[src/rtl/seq_detect_frame_ctrl.sv]
// ============================================================================
// seq_detect_frame_ctrl
// ----------------------------------------------------------------------------
// Frame sequencer for the 1011 sequence detector. Parallel words arrive over a
// valid/ready handshake and are serialised one bit per clock onto the
// detector's input, with no gaps between consecutive words of a frame. The
// detector is reset at the start of every frame. Its hits are counted with a
// saturating counter, and the total is reported with a one-cycle done pulse
// when the frame ends.
//
// Parameters:
//   DATA_W  bits per input word (serialised MSB-first by default)
//   CNT_W   width of the per-frame match counter (saturates at all-ones)
//
// Ports:
//   clk          system clock, rising edge
//   reset_n      synchronous, active-low reset
//   in_valid     producer word valid
//   in_data      word to serialise
//   in_last      word is the last of its frame (sampled with in_data)
//   lsb_first    (only with SEQ_FRAME_LSB_FIRST_EN) serialise this word LSB-first
//   in_ready     controller accepts a word this cycle
//   det_bit      detector serial input
//   det_rst      detector reset (active-high, synchronous)
//   det_seen     detector seq_seen, reflects the bit driven one cycle earlier
//   match_count  hits in the last completed frame
//   done         one-cycle pulse at frame end
//   err          underrun flag, meaningful while done is high
//   busy         controller is not idle
//
// Optional feature macro: SEQ_FRAME_LSB_FIRST_EN
//   When defined, the lsb_first port is added. When it is undefined, every
//   word is serialised MSB-first.
// ============================================================================
module seq_detect_frame_ctrl #(
    parameter int DATA_W = 8,
    parameter int CNT_W  = 8
) (
    input  logic              clk,
    input  logic              reset_n,
    input  logic              in_valid,
    input  logic [DATA_W-1:0] in_data,
    input  logic              in_last,
`ifdef SEQ_FRAME_LSB_FIRST_EN
    input  logic              lsb_first,
`endif
    output logic              in_ready,
    output logic              det_bit,
    output logic              det_rst,
    input  logic              det_seen,
    output logic [CNT_W-1:0]  match_count,
    output logic              done,
    output logic              err,
    output logic              busy
);

    localparam int              BC_W     = (DATA_W > 1) ? $clog2(DATA_W) : 1;
    localparam logic [BC_W-1:0] LAST_BIT = BC_W'(DATA_W - 1);
    localparam logic [CNT_W-1:0] CNT_MAX = '1;

    typedef enum logic [2:0] {
        ST_IDLE,
        ST_CLEAR,
        ST_SHIFT,
        ST_DRAIN,
        ST_DONE
    } state_t;

    state_t            state, state_nx;
    logic [DATA_W-1:0] shift_q, shift_nx;
    logic [BC_W-1:0]   bit_cnt_q, bit_cnt_nx;
    logic              last_q, last_nx;
    logic              lsb_q, lsb_nx;
    logic              pending_q, pending_nx;
    logic [CNT_W-1:0]  count_q, count_nx;
    logic              err_q, err_nx;

    logic              word_lsb;
    logic              hit;
    logic [CNT_W-1:0]  count_inc;

    // Bit order requested for the word currently offered by the producer.
`ifdef SEQ_FRAME_LSB_FIRST_EN
    assign word_lsb = lsb_first;
`else
    assign word_lsb = 1'b0;
`endif

    // det_seen lags the driven bit by one cycle, so a hit is attributed to
    // the previous cycle. It counts only when that cycle actually drove a
    // frame bit.
    assign hit       = pending_q && det_seen;
    assign count_inc = (count_q == CNT_MAX) ? count_q : count_q + CNT_W'(1);

    // State register and datapath registers. An active-low reset aborts any
    // frame in progress without producing a done pulse.
    always_ff @(posedge clk) begin
        if (!reset_n) begin
            state     <= ST_IDLE;
            shift_q   <= '0;
            bit_cnt_q <= '0;
            last_q    <= 1'b0;
            lsb_q     <= 1'b0;
            pending_q <= 1'b0;
            count_q   <= '0;
            err_q     <= 1'b0;
        end else begin
            state     <= state_nx;
            shift_q   <= shift_nx;
            bit_cnt_q <= bit_cnt_nx;
            last_q    <= last_nx;
            lsb_q     <= lsb_nx;
            pending_q <= pending_nx;
            count_q   <= count_nx;
            err_q     <= err_nx;
        end
    end

    // Next-state and output logic. In SHIFT, the final bit of a non-last word
    // is the only point where a word can be accepted. Accepting it there
    // reloads the shifter in the same cycle, so the serial stream has no
    // bubble. If the producer has nothing ready at that point, the frame ends
    // as an underrun: the detector is reset and the count is discarded.
    always_comb begin
        state_nx   = state;
        shift_nx   = shift_q;
        bit_cnt_nx = bit_cnt_q;
        last_nx    = last_q;
        lsb_nx     = lsb_q;
        pending_nx = 1'b0;
        count_nx   = count_q;
        err_nx     = err_q;
        in_ready   = 1'b0;
        det_bit    = 1'b0;
        det_rst    = 1'b0;
        done       = 1'b0;

        case (state)
            ST_IDLE: begin
                in_ready = 1'b1;
                if (in_valid) begin
                    shift_nx   = in_data;
                    last_nx    = in_last;
                    lsb_nx     = word_lsb;
                    bit_cnt_nx = '0;
                    err_nx     = 1'b0;
                    state_nx   = ST_CLEAR;
                end
            end

            ST_CLEAR: begin
                det_rst  = 1'b1;
                count_nx = '0;
                state_nx = ST_SHIFT;
            end

            ST_SHIFT: begin
                det_bit    = lsb_q ? shift_q[0] : shift_q[DATA_W-1];
                pending_nx = 1'b1;
                if (hit) begin
                    count_nx = count_inc;
                end
                if (bit_cnt_q == LAST_BIT) begin
                    if (last_q) begin
                        state_nx = ST_DRAIN;
                    end else begin
                        in_ready = 1'b1;
                        if (in_valid) begin
                            shift_nx   = in_data;
                            last_nx    = in_last;
                            lsb_nx     = word_lsb;
                            bit_cnt_nx = '0;
                        end else begin
                            det_rst    = 1'b1;
                            err_nx     = 1'b1;
                            count_nx   = '0;
                            pending_nx = 1'b0;
                            state_nx   = ST_DONE;
                        end
                    end
                end else begin
                    shift_nx   = lsb_q ? {1'b0, shift_q[DATA_W-1:1]}
                                       : {shift_q[DATA_W-2:0], 1'b0};
                    bit_cnt_nx = bit_cnt_q + BC_W'(1);
                end
            end

            ST_DRAIN: begin
                if (hit) begin
                    count_nx = count_inc;
                end
                state_nx = ST_DONE;
            end

            ST_DONE: begin
                done     = 1'b1;
                state_nx = ST_IDLE;
            end

            default: begin
                state_nx = ST_IDLE;
            end
        endcase

        // The detector must stay in reset for as long as the controller is.
        if (!reset_n) begin
            det_rst = 1'b1;
        end
    end

    assign match_count = count_q;
    assign err         = err_q;
    assign busy        = (state != ST_IDLE);

endmodule
[config.mk]
export PLATFORM = sky130hd
export DESIGN_NAME = seq_detect_frame_ctrl
export DESIGN_NICKNAME = d
export VERILOG_FILES = /design/src/rtl/seq_detect_frame_ctrl.sv
export SDC_FILE = /design/constraint.sdc
export NUM_CORES = 1
export LEC_CHECK = 0
export ABC_AREA = 0
export CORE_ASPECT_RATIO = 1.4
export CORE_MARGIN = 5
export CORE_UTILIZATION = 29
export CTS_CLUSTER_SIZE = 16
export DETAILED_ROUTE_END_ITERATION = 7
export SLEW_MARGIN = 20
export SYNTH_ARGS = -nofsm -noshare
export SYNTH_HDL_FRONTEND = slang
export SYNTH_SLANG_ARGS = --single-unit
[constraint.sdc]
create_clock -name clk -period 2.1 [get_ports clk]
set_clock_uncertainty 0.2 [all_clocks]
set_input_delay 0.63 -clock clk [delete_from_list [all_inputs] [get_ports clk]]
set_output_delay 0.63 -clock clk [all_outputs]
set_load 0.05 [all_outputs]
Yosys cells after proc, flatten, opt, wreduce, memory -nomap -nowiden --
Cells that the tools add are included. W data, S select, Z words.
Operators by class: reductions and logical operators 11, eq/ne operators 12, mux-type cells 48, add/sub/neg operators 2
Operator list (count):
- $mux W8 | 9
- $pmux W8 S3 | 1
- $mux W1 | 23
- $mux W3 | 7
- $pmux W8 S2 | 1
- $pmux W3 S4 | 1
- $pmux W1 S2 | 5
- $reduce_and A3 Y1 | 3
- $add A8 B1 Y8 const B | 1
- $eq A8 B8 Y1 const B | 1
- $ne A2 B2 Y1 const B | 4
- $eq A3 B2 Y1 const B | 2
- $eq A3 B3 Y1 const B | 2
- $ne A3 B3 Y1 const B | 2
- $pmux W3 S2 | 1
- $reduce_bool A3 Y1 | 2
- $reduce_and A5 Y1 | 1
- $reduce_and A2 Y1 | 2
- $add A3 B1 Y3 const B | 1
- $eq A3 B1 Y1 const B | 1
- $logic_not A3 Y1 | 1
- $reduce_bool A2 Y1 | 1
- $logic_and A1 B1 Y1 | 1
Storage, ports and cells: word-level logic and storage cells 81, output and inout bits 14, bits in registers 26, input bits 13

Depth between registers and ports, before layout --
word-level depth 7, gate-level depth with buffers 7

Worst setup path after synthesis --
No wires, ideal clock.
path type flip-flop to output port, from register bit_cnt_q[0], to output port in_ready, buffers on the path 0, slack -648 ps, required time 1270 ps, cell stages (with the launch flop) 5, arrival 1918 ps, cell sequence dfxtp_1 ha_1 ha_1 nand2_1 a21boi_0
Between the ends: word-level cells in the longest chain between the ends 3
Ends and longest elaborated chain:
- start: declaration | RTL line 71 | logic [BC_W-1:0] bit_cnt_q, bit_cnt_nx;
- start signal: assignment | RTL line 110 | bit_cnt_q <= bit_cnt_nx;
- $eq A3 B3 Y1 | RTL line 163 | if (bit_cnt_q == LAST_BIT) begin
- $mux W1 | RTL line 163
- $pmux W1 S2 | RTL line 138 | case (state)
- end: declaration | RTL line 47 | output logic in_ready,
Every way passes these cells.

Final worst setup path --
from register bit_cnt_q[1], to output port det_rst
Between the ends: word-level cells in the longest chain between the ends 4
Ends and longest elaborated chain:
- $eq A3 B3 Y1 | RTL line 163
- $mux W1 | RTL line 163
- $pmux W1 S2 | RTL line 138
- $mux W1 | RTL line 206 | if (!reset_n) begin
- end: declaration | RTL line 49 | output logic det_rst,
Every way passes these cells.

==> impl_results.md <==
- Final HPWL DP: ~2600 um
- Psw: about 0.31 mW
- Leading area contributor after synthesis: dfxtp_1
- Top-area cell type share of the netlist area: between 30% and 40%
- Inserted Diodes: 0
- Vias per cell: 4.93
- RR Endpoint: match_count[5]
- Top cells by area, synth: dfxtp_1 (37%), a21oi_1 (5.5%), nand2b_1 (4.6%)
- Area Overhead vs Synth: 62.4%
- Pwr Total: 1.10 mW
- Cells along the critical path: ha_4, ha_4, nor3b_4, nand2_2, o311ai_4, buf_12
- Crit. End Element: output pin
- Drt pass-1 iters: 4
- Setup violators final: 5
- Detailed-route wire length per cell: around 13 um
- Worst-Skew Late Latency: roughly 0.27 ns
- Int Pwr: 0.787 mW
- CP peak stage delay: between 0.3 and 0.4 ns
- Top cell types by occurrence after synthesis: dfxtp_1 (25), a21oi_1 (15), o21ai_0 (12)
- Root Driver: clkbuf_8
- CTS Buf Count: 3
- Sequential share of power: a little under half
- Worst-path clk slew: ~0.090 ns
- Mapped Area: about 1400 um2
- Final wirelength: about 3600 um
- Core ar.: between 4000 and 5000 um2
- Slew Limit Fails: 0
- Number of synthesized flops with an enable pin: 0
- Hold endpoint: shift_q[0]
- Critical-path top delay cell: dfxtp_2
- CTS tree: done
- I/O pin cnt: 27
- Hold Path Depth: 2
- Global route total overflow: 0
- Fillers: approximately 430
- Vias in the first global route: between 1000 and 1500
- CP bufs+invs: 1
- Status: complete, but fails checks
- Worst setup margin: -0.219 ns
- Switching share of power: around 29%
- Pwr Density: between 500 and 600 nW/um2
- Final hold violation count: 0
- Family with the most delay on the worst path: flip-flops
- Critical path required time: around 1.3 ns
- Lkg Pwr: 0.835 nW
- First-pass GRT wire length: around 6000 um
- Antenna violations before repair: 0
- Number of port buffers: 26
- Remaining DRCs: 0
- Total track usage: 12.5%
- Worst EP arrival: 1.49 ns
- Synth Instances: about 160
- Worst R2R Start: state[0]
- FF-to-FF path depth: 7
- Tcrit/Tclk final: 110%
- Slew headroom: approximately three quarters
- RSZ-0062 raised after global routing: yes
- Clk network pwr share: approximately a quarter
- Critical path launch point type: flip-flop
- Hold wc startpoint: shift_q[0]
- CP Class: reg -> out
- Hold_buf cts: 0
- Hold_ws: ~0.28 ns
- Avg Inst Size Synth: roughly 8.6 um2
- Count leader, synth: dfxtp_1
- FMAX: about 430 MHz
- Vias: approximately 1300
- Clock buffer depth: 2
- Layout cells sized above 1: about a third
- R2R Setup Slk: ~0.050 ns
- Comb power frac: between 20% and 30%
- Fin crit period: about 2.3 ns
- Seq cells post-synth: 25
- Crit-path max FO: 2
- Die Y: roughly 90 um
- Fin nets: roughly 230
- Die width: around 68 um
- Tightest Pin Transition: 0.362 ns
- Crit path top cell by count: ha_4
- Syn nets: ~170
- Initial Util: between 20 and 30%
- Main synth FF type: dfxtp_1
- Hold WC Path Type: reg -> reg
- Antenna Violating Nets Remaining: 0
- # clock sinks: 25
- Synth cell types: 44
- DRT iter0 DRCs: 66
- Row cnt: 29
- Placer congestion estimate: between 0.8 and 0.9
- Max-cap violation count: 0
- Largest net degree at the start of global routing: 22
- Htree depth: 1
- Final core area utilization: roughly 49%
- DIE AREA: between 6000 and 7000 um2
- Failing checks: setup timing
- Peak supply drop: just under 0.0003 V
- Sequential cell area fraction in the yosys report: between 30% and 40%
- YS warnings: 0
- FFs w/ async S/R, synth: 0%
-- registers in the layout, summed over array words and instances (netlist names) --
register,cells
match_count,8
shift_q,8
bit_cnt_q,3
state,3
err,1
last_q,1
pending_q,1
-- per-stage QoR --
stage	setup slack [ns]	instances	TNS [ns]	area, um2
2_1_floorplan	-0.104	158	-0.108	1380
3_3_place_gp	-0.441	261	-2.10	2010
3_5_place_dp	-0.450	261	-2.10	2010
4_1_cts	-0.203	269	-0.518	2160
5_1_grt	-0.299	272	-0.768	2200
6_report	-0.219	272	-0.439	2200
-- metal layers --
metal / GRT usage (%) / routed length (um)
met2: 22.8 / 1970
met5: 0 / 0
met1: 13.7 / 1370
met4: 4.31 / 63
met3: 2.62 / 181
-- layout by cell type (no fill, tap or decap), types with 2 or more instances in the layout --
master           instances
dfxtp_1                 20
or3_4                    2
a21boi_0                 2
and2_1                   3
clkdlybuf4s50_1          9
mux2i_1                  3
nand3_1                  6
dlygate4sd2_1            2
nor2_1                   8
dfxtp_2                  4
ha_4                     2
a31oi_1                  2
buf_12                  15
nand4_1                  4
o31ai_1                  8
o21ai_0                 12
buf_4                   26
nor3b_4                  3
nand2b_1                10
nand2_1                 10
inv_1                    4
a21oi_1                 14
buf_6                    4
clkbuf_8                 3
o211ai_1                 2
-- how the worst max path moves through the flow --
stage	from	end	slack [ns]	depth (start not counted)
after detailed placement	in_valid	det_rst	-0.45	5
after floorplan	state[2]	done	-0.10	2
after global placement	in_valid	det_rst	-0.44	5
after global routing	bit_cnt_q[1]	det_rst	-0.30	6
final	bit_cnt_q[1]	det_rst	-0.22	6
after CTS	bit_cnt_q[1]	det_rst	-0.20	6
-- logic make-up (layout without fill, tap and decap cells) --
logic type	Yosys count	after routing	share of synthesized area [%]
compound gates	54	54	27.7
xor+xnor	1	1	0.646
fa+ha+maj	3	3	2.77
buf+inv	14	66	5.26
flops	25	25	36.9
mux	3	3	2.22
simple gates	58	58	24.5
-- layout make-up --
class	instances	area, um2	share of cell area [%]
flip-flops and latches	25	509	23.1
multi-input cells	119	880	40.0
repair buffers	58	673	30.6
inverters	4	15.0	0.682
clock inverters	1	5.00	0.227
well taps	62	77.6	3.52
clock buffers	3	41.3	1.88
-- worst reg2reg max path, delay by kind of cell (launching register included) --
kind / cells / cell delay (ns)
AO/OA/AOI/OAI: 2 / 0.18
buffers and inverters: 3 / 0.32
flip-flops: 1 / 0.39
AND/OR/NAND/NOR: 2 / 0.91
-- power groups by stage --
stage               clock [mW]  sequential, mW  combinational (mW)
floorplan                    0           0.522               0.153
global placement             0           0.524               0.268
detailed placement           0           0.525               0.268
CTS                      0.296           0.517               0.285
global route             0.329           0.521               0.319
finish                   0.291           0.517               0.293
-- timing repair --
action                                  in CTS  in global routing
gates resized for setup                     23                  5
setup buffers                                4                  3
pin swaps                                    8                  3
endpoints found under the setup margin       5                  5
No activity file was read; power rests on OpenSTA's default activity.
